[src/rtl/aes_pkg.sv]
// Shared types and constants for the AES input loader: FSM states, word geometry
// and the FIPS-197 appendix C.1 reference vector.
package aes_pkg;

  localparam int WORD_W   = 32;
  localparam int WORD_CNT = 4;
  localparam int BLOCK_W  = WORD_W * WORD_CNT;
  localparam int CNT_W    = 3;

  typedef enum logic [1:0] {
    ST_COLLECT = 2'd0,
    ST_RUN     = 2'd1,
    ST_RESULT  = 2'd2
  } state_t;

  localparam logic [BLOCK_W-1:0] FIPS_KEY = 128'h000102030405060708090a0b0c0d0e0f;
  localparam logic [BLOCK_W-1:0] FIPS_PT  = 128'h00112233445566778899aabbccddeeff;
  localparam logic [BLOCK_W-1:0] FIPS_CT  = 128'h69c4e0d86a7b0430d8cdb78070b4c55a;

endpackage

[src/rtl/aes_word_packer.sv]
// 4x32-bit shift-in register with a word count; first word ends up in the top lane.
// Words offered while full are dropped; the count clears independently of the data.
module aes_word_packer
  import aes_pkg::*;
(
  input  logic               clk,
  input  logic               rst,
  input  logic               shift,
  input  logic               clr_cnt,
  input  logic [WORD_W-1:0]  word,
  output logic [BLOCK_W-1:0] data,
  output logic [CNT_W-1:0]   cnt
);

  logic take;

  assign take = shift && (cnt != CNT_W'(WORD_CNT));

  always_ff @(posedge clk or posedge rst) begin
    if (rst) begin
      data <= '0;
      cnt  <= '0;
    end else begin
      if (take) begin
        data <= {data[BLOCK_W-WORD_W-1:0], word};
      end
      if (clr_cnt) begin
        cnt <= '0;
      end else if (take) begin
        cnt <= cnt + 1'b1;
      end
    end
  end

endmodule

[src/rtl/aes_input_loader.sv]
// Assembles 32-bit key/plaintext words for an AES core, pulses load, captures cipher_text.
// Result appears CORE_LATENCY+1 edges after the load pulse; in_ready drops while busy or target full.
// AES_KEY_REUSE_EN keeps the key loaded across blocks so later blocks need plaintext only.
module aes_input_loader
  import aes_pkg::*;
#(
  parameter int CORE_LATENCY = 12
) (
  input  logic         clk,
  input  logic         rst,
  input  logic         in_valid,
  output logic         in_ready,
  input  logic [31:0]  in_data,
  input  logic         in_sel,
  output logic [127:0] key,
  output logic [127:0] plain_text,
  output logic         load_plain_text,
  input  logic [127:0] cipher_text,
  output logic         res_valid,
  input  logic         res_ready,
  output logic [127:0] res_data,
  output logic         busy
);

  localparam int LAT_W = (CORE_LATENCY < 1) ? 1 : $clog2(CORE_LATENCY + 1);

  state_t             state, state_d;
  logic [LAT_W-1:0]   lat_cnt;
  logic [CNT_W-1:0]   key_cnt, pt_cnt;
  logic               key_full, pt_full;
  logic               accept, launch, capture, release_res, key_clr;

  assign key_full = (key_cnt == CNT_W'(WORD_CNT));
  assign pt_full  = (pt_cnt == CNT_W'(WORD_CNT));

  // Gated by rst so in_ready reads low for the whole reset window, not just after it.
  assign in_ready = !rst && (state == ST_COLLECT) && (in_sel ? !key_full : !pt_full);
  assign accept   = in_valid && in_ready;
  assign busy     = (state != ST_COLLECT);

`ifdef AES_KEY_REUSE_EN
  assign key_clr = 1'b0;
`else
  assign key_clr = launch;
`endif

  aes_word_packer u_key_packer (
    .clk     (clk),
    .rst     (rst),
    .shift   (accept && in_sel),
    .clr_cnt (key_clr),
    .word    (in_data),
    .data    (key),
    .cnt     (key_cnt)
  );

  aes_word_packer u_pt_packer (
    .clk     (clk),
    .rst     (rst),
    .shift   (accept && !in_sel),
    .clr_cnt (launch),
    .word    (in_data),
    .data    (plain_text),
    .cnt     (pt_cnt)
  );

  always_comb begin
    state_d     = state;
    launch      = 1'b0;
    capture     = 1'b0;
    release_res = 1'b0;
    case (state)
      ST_COLLECT: begin
        if (key_full && pt_full) begin
          launch  = 1'b1;
          state_d = ST_RUN;
        end
      end
      ST_RUN: begin
        if (lat_cnt == '0) begin
          capture = 1'b1;
          state_d = ST_RESULT;
        end
      end
      ST_RESULT: begin
        if (res_valid && res_ready) begin
          release_res = 1'b1;
          state_d     = ST_COLLECT;
        end
      end
      default: state_d = ST_COLLECT;
    endcase
  end

  // lat_cnt loads on the launch edge and reaches 0 after CORE_LATENCY RUN edges,
  // so the capture lands on edge CORE_LATENCY+1 after the pulse was raised.
  always_ff @(posedge clk or posedge rst) begin
    if (rst) begin
      state           <= ST_COLLECT;
      lat_cnt         <= '0;
      load_plain_text <= 1'b0;
      res_valid       <= 1'b0;
      res_data        <= '0;
    end else begin
      state           <= state_d;
      load_plain_text <= launch;
      if (launch) begin
        lat_cnt <= LAT_W'(CORE_LATENCY);
      end else if ((state == ST_RUN) && (lat_cnt != '0)) begin
        lat_cnt <= lat_cnt - 1'b1;
      end
      if (capture) begin
        res_data  <= cipher_text;
        res_valid <= 1'b1;
      end else if (release_res) begin
        res_valid <= 1'b0;
      end
    end
  end

endmodule

[config.mk]
export PLATFORM = sky130hd
export DESIGN_NAME = aes_input_loader
export DESIGN_NICKNAME = d
export VERILOG_FILES = /design/src/rtl/aes_pkg.sv /design/src/rtl/aes_word_packer.sv /design/src/rtl/aes_input_loader.sv
export SDC_FILE = /design/constraint.sdc
export NUM_CORES = 1
export LEC_CHECK = 0
export ABC_CLOCK_PERIOD_IN_PS = 15800
export CAP_MARGIN = 15
export CORE_AREA = 2 2 217 219
export DETAILED_ROUTE_END_ITERATION = 8
export DIE_AREA = 0 0 219 221
export PLACE_DENSITY_LB_ADDON = 0.15
export SYNTH_ARGS = -nofsm -noshare
export SYNTH_HDL_FRONTEND = slang
export SYNTH_SLANG_ARGS = --single-unit
[constraint.sdc]
create_clock -name clk -period 15.8 [get_ports clk]
set_input_delay 4.74 -clock clk [delete_from_list [all_inputs] [get_ports clk]]
set_output_delay 4.74 -clock clk [all_outputs]
set_load 0.05 [all_outputs]
==> implementation parameters <==
Parameter                              Value

Placed design
  Post-DP HPWL ... 32.5 mm
  Number of buffers inserted by port buffering ... 552
  Final GP Congestion ... 0.809

Clock tree
  Buffer cell driving the clock tree root ... sky130_fd_sc_hd__clkbuf_16
  Clk sinks ... 398
  Post-CTS setup buffer count ... 0
  CTS Buf Count ... 45
  Clock-pin transition on the worst setup and hold timing paths ... 60 ps
  Maximum clock path buffer count ... 3
  Clock tree from TritonCTS ... yes
  Resize count post-CTS ... 0
  Post-cts hold buffer count ... 0
  Number of levels the H-tree was split into ... 2
  Worst-skew pair later-pin latency ... 560 ps

STA
  Period utilisation layout ... 0.718
  Final-report max-slew violation count ... 0
  Final setup violation count ... 0
  Worst Clk Skew ... 14.0 ps
  FMAX ... 88.2 MHz
  Final number of hold-violating endpoints ... 0
  Slew Limit Headroom ... 0.289
  Slew at the pin closest to its max-slew limit ... 1070 ps
  Total Negative Setup Slacks ... 0 ps
  Final min period ... 11,340 ps
  Unrepaired setup endpoints after global routing ... false

Finish
  Layout area overhead ... 48.9%
  Highest-count cells in the layout ignoring fill and taps ... sky130_fd_sc_hd__clkdlybuf4s50_1, sky130_fd_sc_hd__dfrtp_1, sky130_fd_sc_hd__nand2_1, sky130_fd_sc_hd__mux2_2
  Layout cell share with drive strength beyond 1 ... 0.151
  Total Nets Final ... 1,872
  Most common library cell in the layout ignoring fill and taps ... sky130_fd_sc_hd__clkdlybuf4s50_1

Routing
  Drt initial violations ... 592
  Per-cell routed wire length ... 19.3 um
  DRC Markers ... 0
  Final antenna-violating net count ... 0
  Sum of routed wire length over all layers ... 45.3 mm
  First-pass iteration count of the detailed router ... 6
  Via count of the routed design ... 10.6k
  Routed via count divided by cell count ... 4.54

Critical path
  Highest fanout seen on the critical path ... 3
  Required time at the worst-slack endpoint ... 11,060 ps
  CP Launch Type ... input port
  Worst setup EP type ... primary output
  Crit path DAT ... 6600 ps
  Crit path kind ... in2out
  Flop-to-flop setup slack ... 12,350 ps

Logic synthesis
  Library cells used by synthesis ... 33
  Dominant synthesized flop cell ... sky130_fd_sc_hd__dfrtp_1
  Avg Cell Area, Syn ... 13.3 um2
  Number of enable-type register cells in the synthesized netlist ... 0
  Fraction of the yosys area taken by sequential cells ... 0.651
  Synthesized instance count ... 1,152
  Post-synth net total ... 1,322
  Share of flip-flops with an asynchronous set or reset after synthesis ... 1.00
  Register bit count reported by yosys ... 398
  Netlist area before placement ... 15,300 um2
  Number of warnings reported in the yosys synthesis log ... 0

GRT
  Overall track demand over capacity in global routing ... 0.186
  First-pass GRT wire length ... 68.8 mm
  Antenna violations before repair ... 2
  Aggregate global routing overflow ... 0
  Pin count of the biggest net entering global routing ... 175
  Vias in the first global route ... 11.0k

Job
  # Max-Cap Violations ... 0

Floorplanning
  Number of cell rows ... 79
  Initial standard-cell utilization of the core ... 0.332
  Ports ... 553
  Die area ... 48,400 um2
  Die span in x ... 219 um
  Total core area ... 46,100 um2
  Die height ... 221 um

Run status
  Result of the run ... complete, no violations

Hold path
  Hold crit path type ... reg2reg
-- final timing paths --
kind / start / to / depth (start not counted)
min reg2reg: u_pt_packer.data[113] / u_pt_packer.data[113] / 2
max reg2reg: u_key_packer.cnt[0] / u_key_packer.data[77] / 7
min in group asynchronous: rst / load_plain_text / 3
max in group asynchronous: rst / u_pt_packer.data[28] / 4
min: u_pt_packer.data[113] / u_pt_packer.data[113] / 2
max: in_sel / in_ready / 5
-- through the flow --
| step | area, um2 | setup slack (ps) | hold slack (ps) | instances | util |
|---|---|---|---|---|---|
| global route | 22800 | 4330 | 502 | 2342 | 0.495 |
| floorplan | 15300 | 5050 | 468 | 1152 | - |
| CTS | 22800 | 4450 | 476 | 2341 | 0.495 |
| finish | 22800 | 4460 | 471 | 2342 | 0.495 |
| global placement | 21400 | 4430 | 459 | 2262 | 0.464 |
| detailed placement | 21400 | 4450 | 462 | 2262 | 0.464 |
-- cells in the mapped netlist, types with 2 or more instances --
cell                       instances  area share
sky130_fd_sc_hd__mux2i_1           3      0.0020
sky130_fd_sc_hd__nor3b_1           3      0.0015
sky130_fd_sc_hd__a211oi_1          2     0.00098
sky130_fd_sc_hd__nor3_1            2     0.00065
sky130_fd_sc_hd__inv_1             7      0.0017
sky130_fd_sc_hd__clkbuf_1         14      0.0034
sky130_fd_sc_hd__buf_2            34       0.011
sky130_fd_sc_hd__a21oi_1           2     0.00065
sky130_fd_sc_hd__nor2_1            3     0.00074
sky130_fd_sc_hd__nor3b_2           2      0.0016
sky130_fd_sc_hd__ha_1              5      0.0041
sky130_fd_sc_hd__nand2_1         393       0.096
sky130_fd_sc_hd__mux2_4           78       0.076
sky130_fd_sc_hd__mux2_1           78       0.057
sky130_fd_sc_hd__buf_6             9      0.0066
sky130_fd_sc_hd__mux2_2          103       0.076
sky130_fd_sc_hd__dfrtp_1         398        0.65
-- logic make-up (layout without fill, tap and decap cells) --
logic type                 count (synthesis)  after routing  synth area share
DFF                                      398            398             0.651
muxes                                    262            262             0.212
xor gates and xnor gates                   1              1          0.000572
other                                      0              1                 0
AOI/OAI and AO/OA                          8              8           0.00360
adders and majority gates                  5              5           0.00409
buffers and inverters                     65            647            0.0234
and+or+nand+nor                          413            413             0.106
-- sequential cells by signal, indices dropped and copies added (netlist names) --
register	flops
load_plain_text	1
u_key_packer.data	128
u_pt_packer.cnt	3
res_data	128
u_key_packer.cnt	3
res_valid	1
state	2
u_pt_packer.data	128
lat_cnt	4
-- worst max-delay path, cell delays in order --
cell and delay (ps):
sky130_fd_sc_hd__clkdlybuf4s50_1 480, sky130_fd_sc_hd__a21oi_1 350, sky130_fd_sc_hd__a21oi_1 70, sky130_fd_sc_hd__nor3_1 140, sky130_fd_sc_hd__clkdlybuf4s50_1 820
-- layout make-up --
cell class / instances / area [um2]
fillers: 4164 / 23300
repair buffers: 561 / 5620
flip-flops and latches: 398 / 9960
clock buffers: 67 / 1260
clock inverters: 12 / 145
inverters: 7 / 30.0
multi-input cells: 689 / 5020
diodes: 1 / 2.50
well taps: 607 / 759
-- metal layers --
layer,GRT usage,wire (um),up-vias
met5,0,13,-
met2,0.320,23000,287
li1,-,-,4888
met4,0.0584,1210,2
met3,0.0610,3420,72
met1,0.219,17600,5381
Power is left out: the tool's default activity adds up to more than one toggle a clock period on the data nets, which glitch-free logic cannot reach.
